$ cat src/rtl/scope_capture.sv
// Capture buffer behind the scope trigger: circular sample memory with pre-trigger
// history, post-trigger fill, then a frozen buffer read out one sample per byte.
module scope_capture #(
  parameter int NSIG       = 1,
  parameter int DEPTH_LOG2 = 8
) (
  input  logic                  clk,
  input  logic                  rst_n,
  input  logic [NSIG-1:0]       sigin,
  input  logic                  triggered,
  input  logic                  arm,
  input  logic                  abort,
  input  logic [DEPTH_LOG2-1:0] pretrig,
  input  logic                  rd_next,
  output logic [7:0]            rd_data,
  output logic [1:0]            state,
  output logic [DEPTH_LOG2-1:0] trig_addr
);

  localparam int DEPTH = 1 << DEPTH_LOG2;
  localparam logic [DEPTH_LOG2:0] FILL_MAX = (DEPTH_LOG2+1)'(DEPTH);

  typedef enum logic [1:0] {S_IDLE = 2'd0, S_ARM = 2'd1, S_RUN = 2'd2, S_DONE = 2'd3} state_e;
  typedef logic [DEPTH_LOG2-1:0] addr_t;

  logic [NSIG-1:0] mem [DEPTH];

  state_e              state_q, state_d;
  addr_t               wr_ptr_q, wr_ptr_d;
  addr_t               rd_ptr_q, rd_ptr_d;
  addr_t               trig_addr_q, trig_addr_d;
  addr_t               pretrig_q, pretrig_d;
  addr_t               post_q, post_d;
  logic [DEPTH_LOG2:0] fill_q, fill_d;
  logic [7:0]          rd_data_q, rd_data_d;
  logic                wr_en;
  logic                accept;

  // A trigger only counts once enough history has been stored.
  assign accept = (state_q == S_ARM) && triggered && (fill_q >= {1'b0, pretrig_q});

  always_ff @(posedge clk or negedge rst_n) begin
    if (!rst_n) state_q <= S_IDLE;
    else        state_q <= state_d;
  end

  always_comb begin
    state_d = state_q;
    case (state_q)
      S_IDLE: if (arm) state_d = S_ARM;
      S_ARM: begin
        if (arm)         state_d = S_ARM;
        else if (accept) state_d = (pretrig_q == '1) ? S_DONE : S_RUN;
      end
      S_RUN: begin
        if (arm)                      state_d = S_ARM;
        else if (post_q == addr_t'(1)) state_d = S_DONE;
      end
      S_DONE: if (arm) state_d = S_ARM;
      default: state_d = S_IDLE;
    endcase
    if (abort) state_d = S_IDLE;
  end

  always_comb begin
    wr_en       = 1'b0;
    wr_ptr_d    = wr_ptr_q;
    rd_ptr_d    = rd_ptr_q;
    trig_addr_d = trig_addr_q;
    pretrig_d   = pretrig_q;
    post_d      = post_q;
    fill_d      = fill_q;
    if (!abort) begin
      if (arm) begin
        wr_ptr_d  = '0;
        fill_d    = '0;
        pretrig_d = pretrig;
      end else begin
        case (state_q)
          S_ARM, S_RUN: begin
            wr_en    = 1'b1;
            wr_ptr_d = wr_ptr_q + 1'b1;
            if (fill_q != FILL_MAX) fill_d = fill_q + 1'b1;
            if (state_q == S_RUN) post_d = post_q - 1'b1;
            if (accept) begin
              trig_addr_d = wr_ptr_q;
              post_d      = ~pretrig_q;
            end
            // Oldest sample sits right after the final write.
            if (state_d == S_DONE) rd_ptr_d = wr_ptr_q + 1'b1;
          end
          S_DONE: if (rd_next) rd_ptr_d = rd_ptr_q + 1'b1;
          default: ;
        endcase
      end
    end
    rd_data_d = '0;
    if (state_q == S_DONE) rd_data_d[NSIG-1:0] = mem[rd_ptr_q];
  end

  always_ff @(posedge clk) begin
    if (wr_en) mem[wr_ptr_q] <= sigin;
  end

  always_ff @(posedge clk or negedge rst_n) begin
    if (!rst_n) begin
      wr_ptr_q    <= '0;
      rd_ptr_q    <= '0;
      trig_addr_q <= '0;
      pretrig_q   <= '0;
      post_q      <= '0;
      fill_q      <= '0;
      rd_data_q   <= '0;
    end else begin
      wr_ptr_q    <= wr_ptr_d;
      rd_ptr_q    <= rd_ptr_d;
      trig_addr_q <= trig_addr_d;
      pretrig_q   <= pretrig_d;
      post_q      <= post_d;
      fill_q      <= fill_d;
      rd_data_q   <= rd_data_d;
    end
  end

  assign state     = state_q;
  assign rd_data   = rd_data_q;
  assign trig_addr = trig_addr_q;

endmodule

$ cat config.mk
export PLATFORM = sky130hd
export DESIGN_NAME = scope_capture
export DESIGN_NICKNAME = d
export VERILOG_FILES = /design/src/rtl/scope_capture.sv
export SDC_FILE = /design/constraint.sdc
export NUM_CORES = 1
export LEC_CHECK = 0
export CELL_PAD_IN_SITES_DETAIL_PLACEMENT = 2
export CELL_PAD_IN_SITES_GLOBAL_PLACEMENT = 2
export CORE_ASPECT_RATIO = 0.9
export CORE_MARGIN = 3
export CORE_UTILIZATION = 43
export DETAILED_ROUTE_END_ITERATION = 6
export PLACE_DENSITY_LB_ADDON = 0.1
export SYNTH_ARGS = -nofsm -noshare
export SYNTH_HDL_FRONTEND = slang
export SYNTH_SLANG_ARGS = --single-unit
$ cat constraint.sdc
create_clock -name clk -period 4.6 [get_ports clk]
set_input_delay 1.15 -clock clk [delete_from_list [all_inputs] [get_ports clk]]
set_output_delay 1.15 -clock clk [all_outputs]
set_load 0.01 [all_outputs]
==> flow_metrics.tcl <==
set metrics [dict create \
    yosys-top-cells-count "nor2_1, edfxtp_1, nand2_1" \
    setup_tns_ns 0 \
    routabilityCongestion 0.789 \
    cp-start-kind "flip-flop" \
    post_cts_buffers 0 \
    clock_sinks 308 \
    wire_per_inst_microns 27.4 \
    critical_path_class "reg -> reg" \
    r2r_setup_slack_ns 1.08 \
    cts_buffers 35 \
    synth_area_leaders "edfxtp_1, mux4_2, dfrtp_1" \
    finalNetCount 1182 \
    ys_types 66 \
    fin_util 0.498 \
    regArea_sq_um 8990 \
    routed_wirelength_mm 43.6 \
    slowest_stage "dfrtp_4" \
    antenna_found_initial 1 \
    power_frac_comb 0.180 \
    switching_share 0.272 \
    num_antenna_cells 0 \
    netlist.area_leader.share 0.537 \
    synthArstFlopShare 0.169 \
    rsz0062_at_grt "false" \
    hp-class "reg -> reg" \
    cts.root.buffer_cell "clkbuf_16" \
    fin_cells 1587 \
    antenna_left 0 \
    drtIter0Drc 706 \
    post-dp-hpwl_mm 27.8 \
    avgSynthCellArea_sq_um 12.6 \
    fillCellCount 3134 \
    start_util 0.442 \
    p_int_uw 5380 \
    yosysSeqAreaShare 0.628 \
    crit_chain "buf_12 -> buf_12 -> mux4_2 -> a22oi_1 -> nand2_1 -> a21oi_1 -> nor2_1 -> o31ai_1 -> o32ai_1" \
    fin_skew_ns 0.0194 \
    hold_viol_final 0 \
    ys.flop_type "edfxtp_1" \
    status "finished, final reports clean" \
    worst_slew_pin_slew_ns 1.27 \
    pwr_density_cell_nw_per_um2 458 \
    synth-seq-cells 308 \
    drive_gt1_frac 0.138 \
    numPortBuffers 25 \
    fin_total_pwr_uw 7390 \
    max-vdd-ir-drop_uv 395 \
    synthToLayoutAreaGrowth_pct 12.6 \
    via_count 9465 \
    clock_power_share 0.384 \
    multi_input_area_sq_um 4880 \
    cts_tree "yes" \
    grt.overflow.total 0 \
    cts_resized 0 \
    synth.most_common_cell "nor2_1" \
    h-tree-depth 2 \
    fp.dieW_microns 198 \
    seqPwrFrac 0.436 \
    period_needed_ns 3.52 \
    maxSlewHeadroom 0.149 \
    crit_path_end_kind "flip-flop" \
    grt_pass1_wl_mm 66.0 \
    clk_pin_slew_ns 0.06 \
    cp_common_cell "buf_12" \
    grt_max_degree 86 \
    p_sw_uw 2010 \
    dp_cells 1524 \
    setup_viol 0 \
    holdBufCountCts 0 \
    crit_family "compound AO/OA/AOI/OAI gates" \
    drcViolationCount 0 \
    yosysTopAreaCell "edfxtp_1" \
    die-area_sq_um 35500 \
    synth_edf_count 256 \
    maxCapViolCount 0 \
    clock_latency_ns 0.54 \
    first_pass_iters 7 \
    clockBufferDepth 3 \
    die_h_microns 179 \
    cp_max_fo 30 \
    synthCells 1137 \
    p_leak_uw 0.00522 \
    clock.fmax_mhz 284 \
    arrival_ns 3.86 \
    gr-usage-all-layers 0.251 \
    cp.required_ns 4.94 \
    path_buf_inv 2 \
    finalMaxSlewViolations 0 \
    syn_area_sq_um 14300 \
    io-pin-count 33 \
    grt_pass1_vias 10300 \
    finalCritPeriodShare 0.765 \
    slowest_delay_ns 0.71 \
    yosys_warnings 0 \
    core-area_sq_um 32300 \
    row_count 62 \
    drt-vias-per-instance 5.96 \
]
==> kinds of logic (layout without fill, tap and decap cells) <==
group	Yosys count	in the layout	share of synthesized area
AOI/OAI and AO/OA	136	136	0.0621
xor gates and xnor gates	10	10	0.00612
adders and majority gates	22	22	0.0192
buffers and inverters	109	137	0.0324
DFF	308	308	0.628
muxes	88	88	0.113
other	1	7	0.000262
and+or+nand+nor	463	463	0.139
==> layout by cell type, fill, tap and decap left out, types with 4 or more instances in the layout <==
| master | count |
|---|---|
| nor2_1 | 292 |
| nand3_1 | 17 |
| clkbuf_8 | 4 |
| nor3b_1 | 5 |
| nand2b_1 | 7 |
| clkbuf_16 | 36 |
| nand2_1 | 76 |
| mux2_2 | 9 |
| nand4_1 | 7 |
| conb_1 | 7 |
| o22a_1 | 4 |
| clkbuf_1 | 10 |
| inv_1 | 20 |
| nor4_1 | 4 |
| buf_4 | 26 |
| a22oi_1 | 19 |
| nor3_1 | 17 |
| clkinv_1 | 4 |
| ha_1 | 22 |
| a2111oi_0 | 5 |
| edfxtp_1 | 256 |
| mux4_2 | 58 |
| xor2_1 | 8 |
| a31oi_1 | 7 |
| mux2i_1 | 21 |
| clkdlybuf4s50_1 | 23 |
| dfrtp_1 | 50 |
| a21oi_1 | 27 |
| and3_1 | 4 |
| nor2b_1 | 12 |
| o21ai_0 | 38 |
| nand3b_1 | 4 |
| or3_1 | 4 |
==> registers in the layout, indices dropped and copies added (netlist names) <==
signal,cells
state,2
rd_data,1
rd_ptr_q,8
trig_addr,8
post_q,8
wr_ptr_q,8
fill_q,9
mem,256
pretrig_q,8
==> layout make-up <==
class	count	share of cell area
clock buffers	50	0.0616
inverters	20	0.00466
clock inverters	13	0.00955
flip-flops and latches	308	0.558
multi-input cells	726	0.303
repair buffers	54	0.0311
well taps	416	0.0323
==> through the flow <==
step / instance area, sq um / hold WS [ns] / setup WS [ns]
2_1_floorplan: 14300 / 0.483 / 1.63
3_3_place_gp: 15000 / 0.491 / 0.818
3_5_place_dp: 15000 / 0.499 / 0.596
4_1_cts: 16100 / 0.513 / 1.12
5_1_grt: 16100 / 0.540 / 0.965
6_report: 16100 / 0.506 / 1.08
==> worst register-to-register path, cell delays in order, from the launching register on <==
cell     delay (ns)
dfrtp_4        0.71
buf_12         0.31
buf_12         0.31
mux4_2         0.55
a22oi_1        0.21
nand2_1        0.11
a21oi_1        0.22
nor2_1         0.10
o31ai_1        0.51
o32ai_1        0.27
==> final timing paths <==
kind,start,to,cells after the start
hold / removal,trig_addr[1],trig_addr[1],1
max in group asynchronous,rst_n,rd_ptr_q[3],2
setup / recovery,rd_ptr_q[0],rd_data[0],9
setup reg to reg,rd_ptr_q[0],rd_data[0],9
min in group asynchronous,rst_n,post_q[1],1
hold reg to reg,trig_addr[1],trig_addr[1],1
==> power by group through the flow <==
| stage | clock network (uW) | registers [uW] | logic [uW] |
|---|---|---|---|
| after floorplan | 0 | 3150 | 1010 |
| after global placement | 0 | 3280 | 1300 |
| after detailed placement | 0 | 3280 | 1330 |
| after CTS | 2890 | 3220 | 1340 |
| after global routing | 3000 | 3230 | 1420 |
| final | 2840 | 3220 | 1330 |
==> metal layers <==
metal | track usage | wire length (microns) | vias up
li1 | - | - | 4134
met1 | 0.341 | 19200 | 5002
met2 | 0.418 | 20900 | 240
met3 | 0.0436 | 2220 | 87
met4 | 0.0705 | 1200 | 2
met5 | 0 | 10 | -
(Power assumes the default switching activity.)
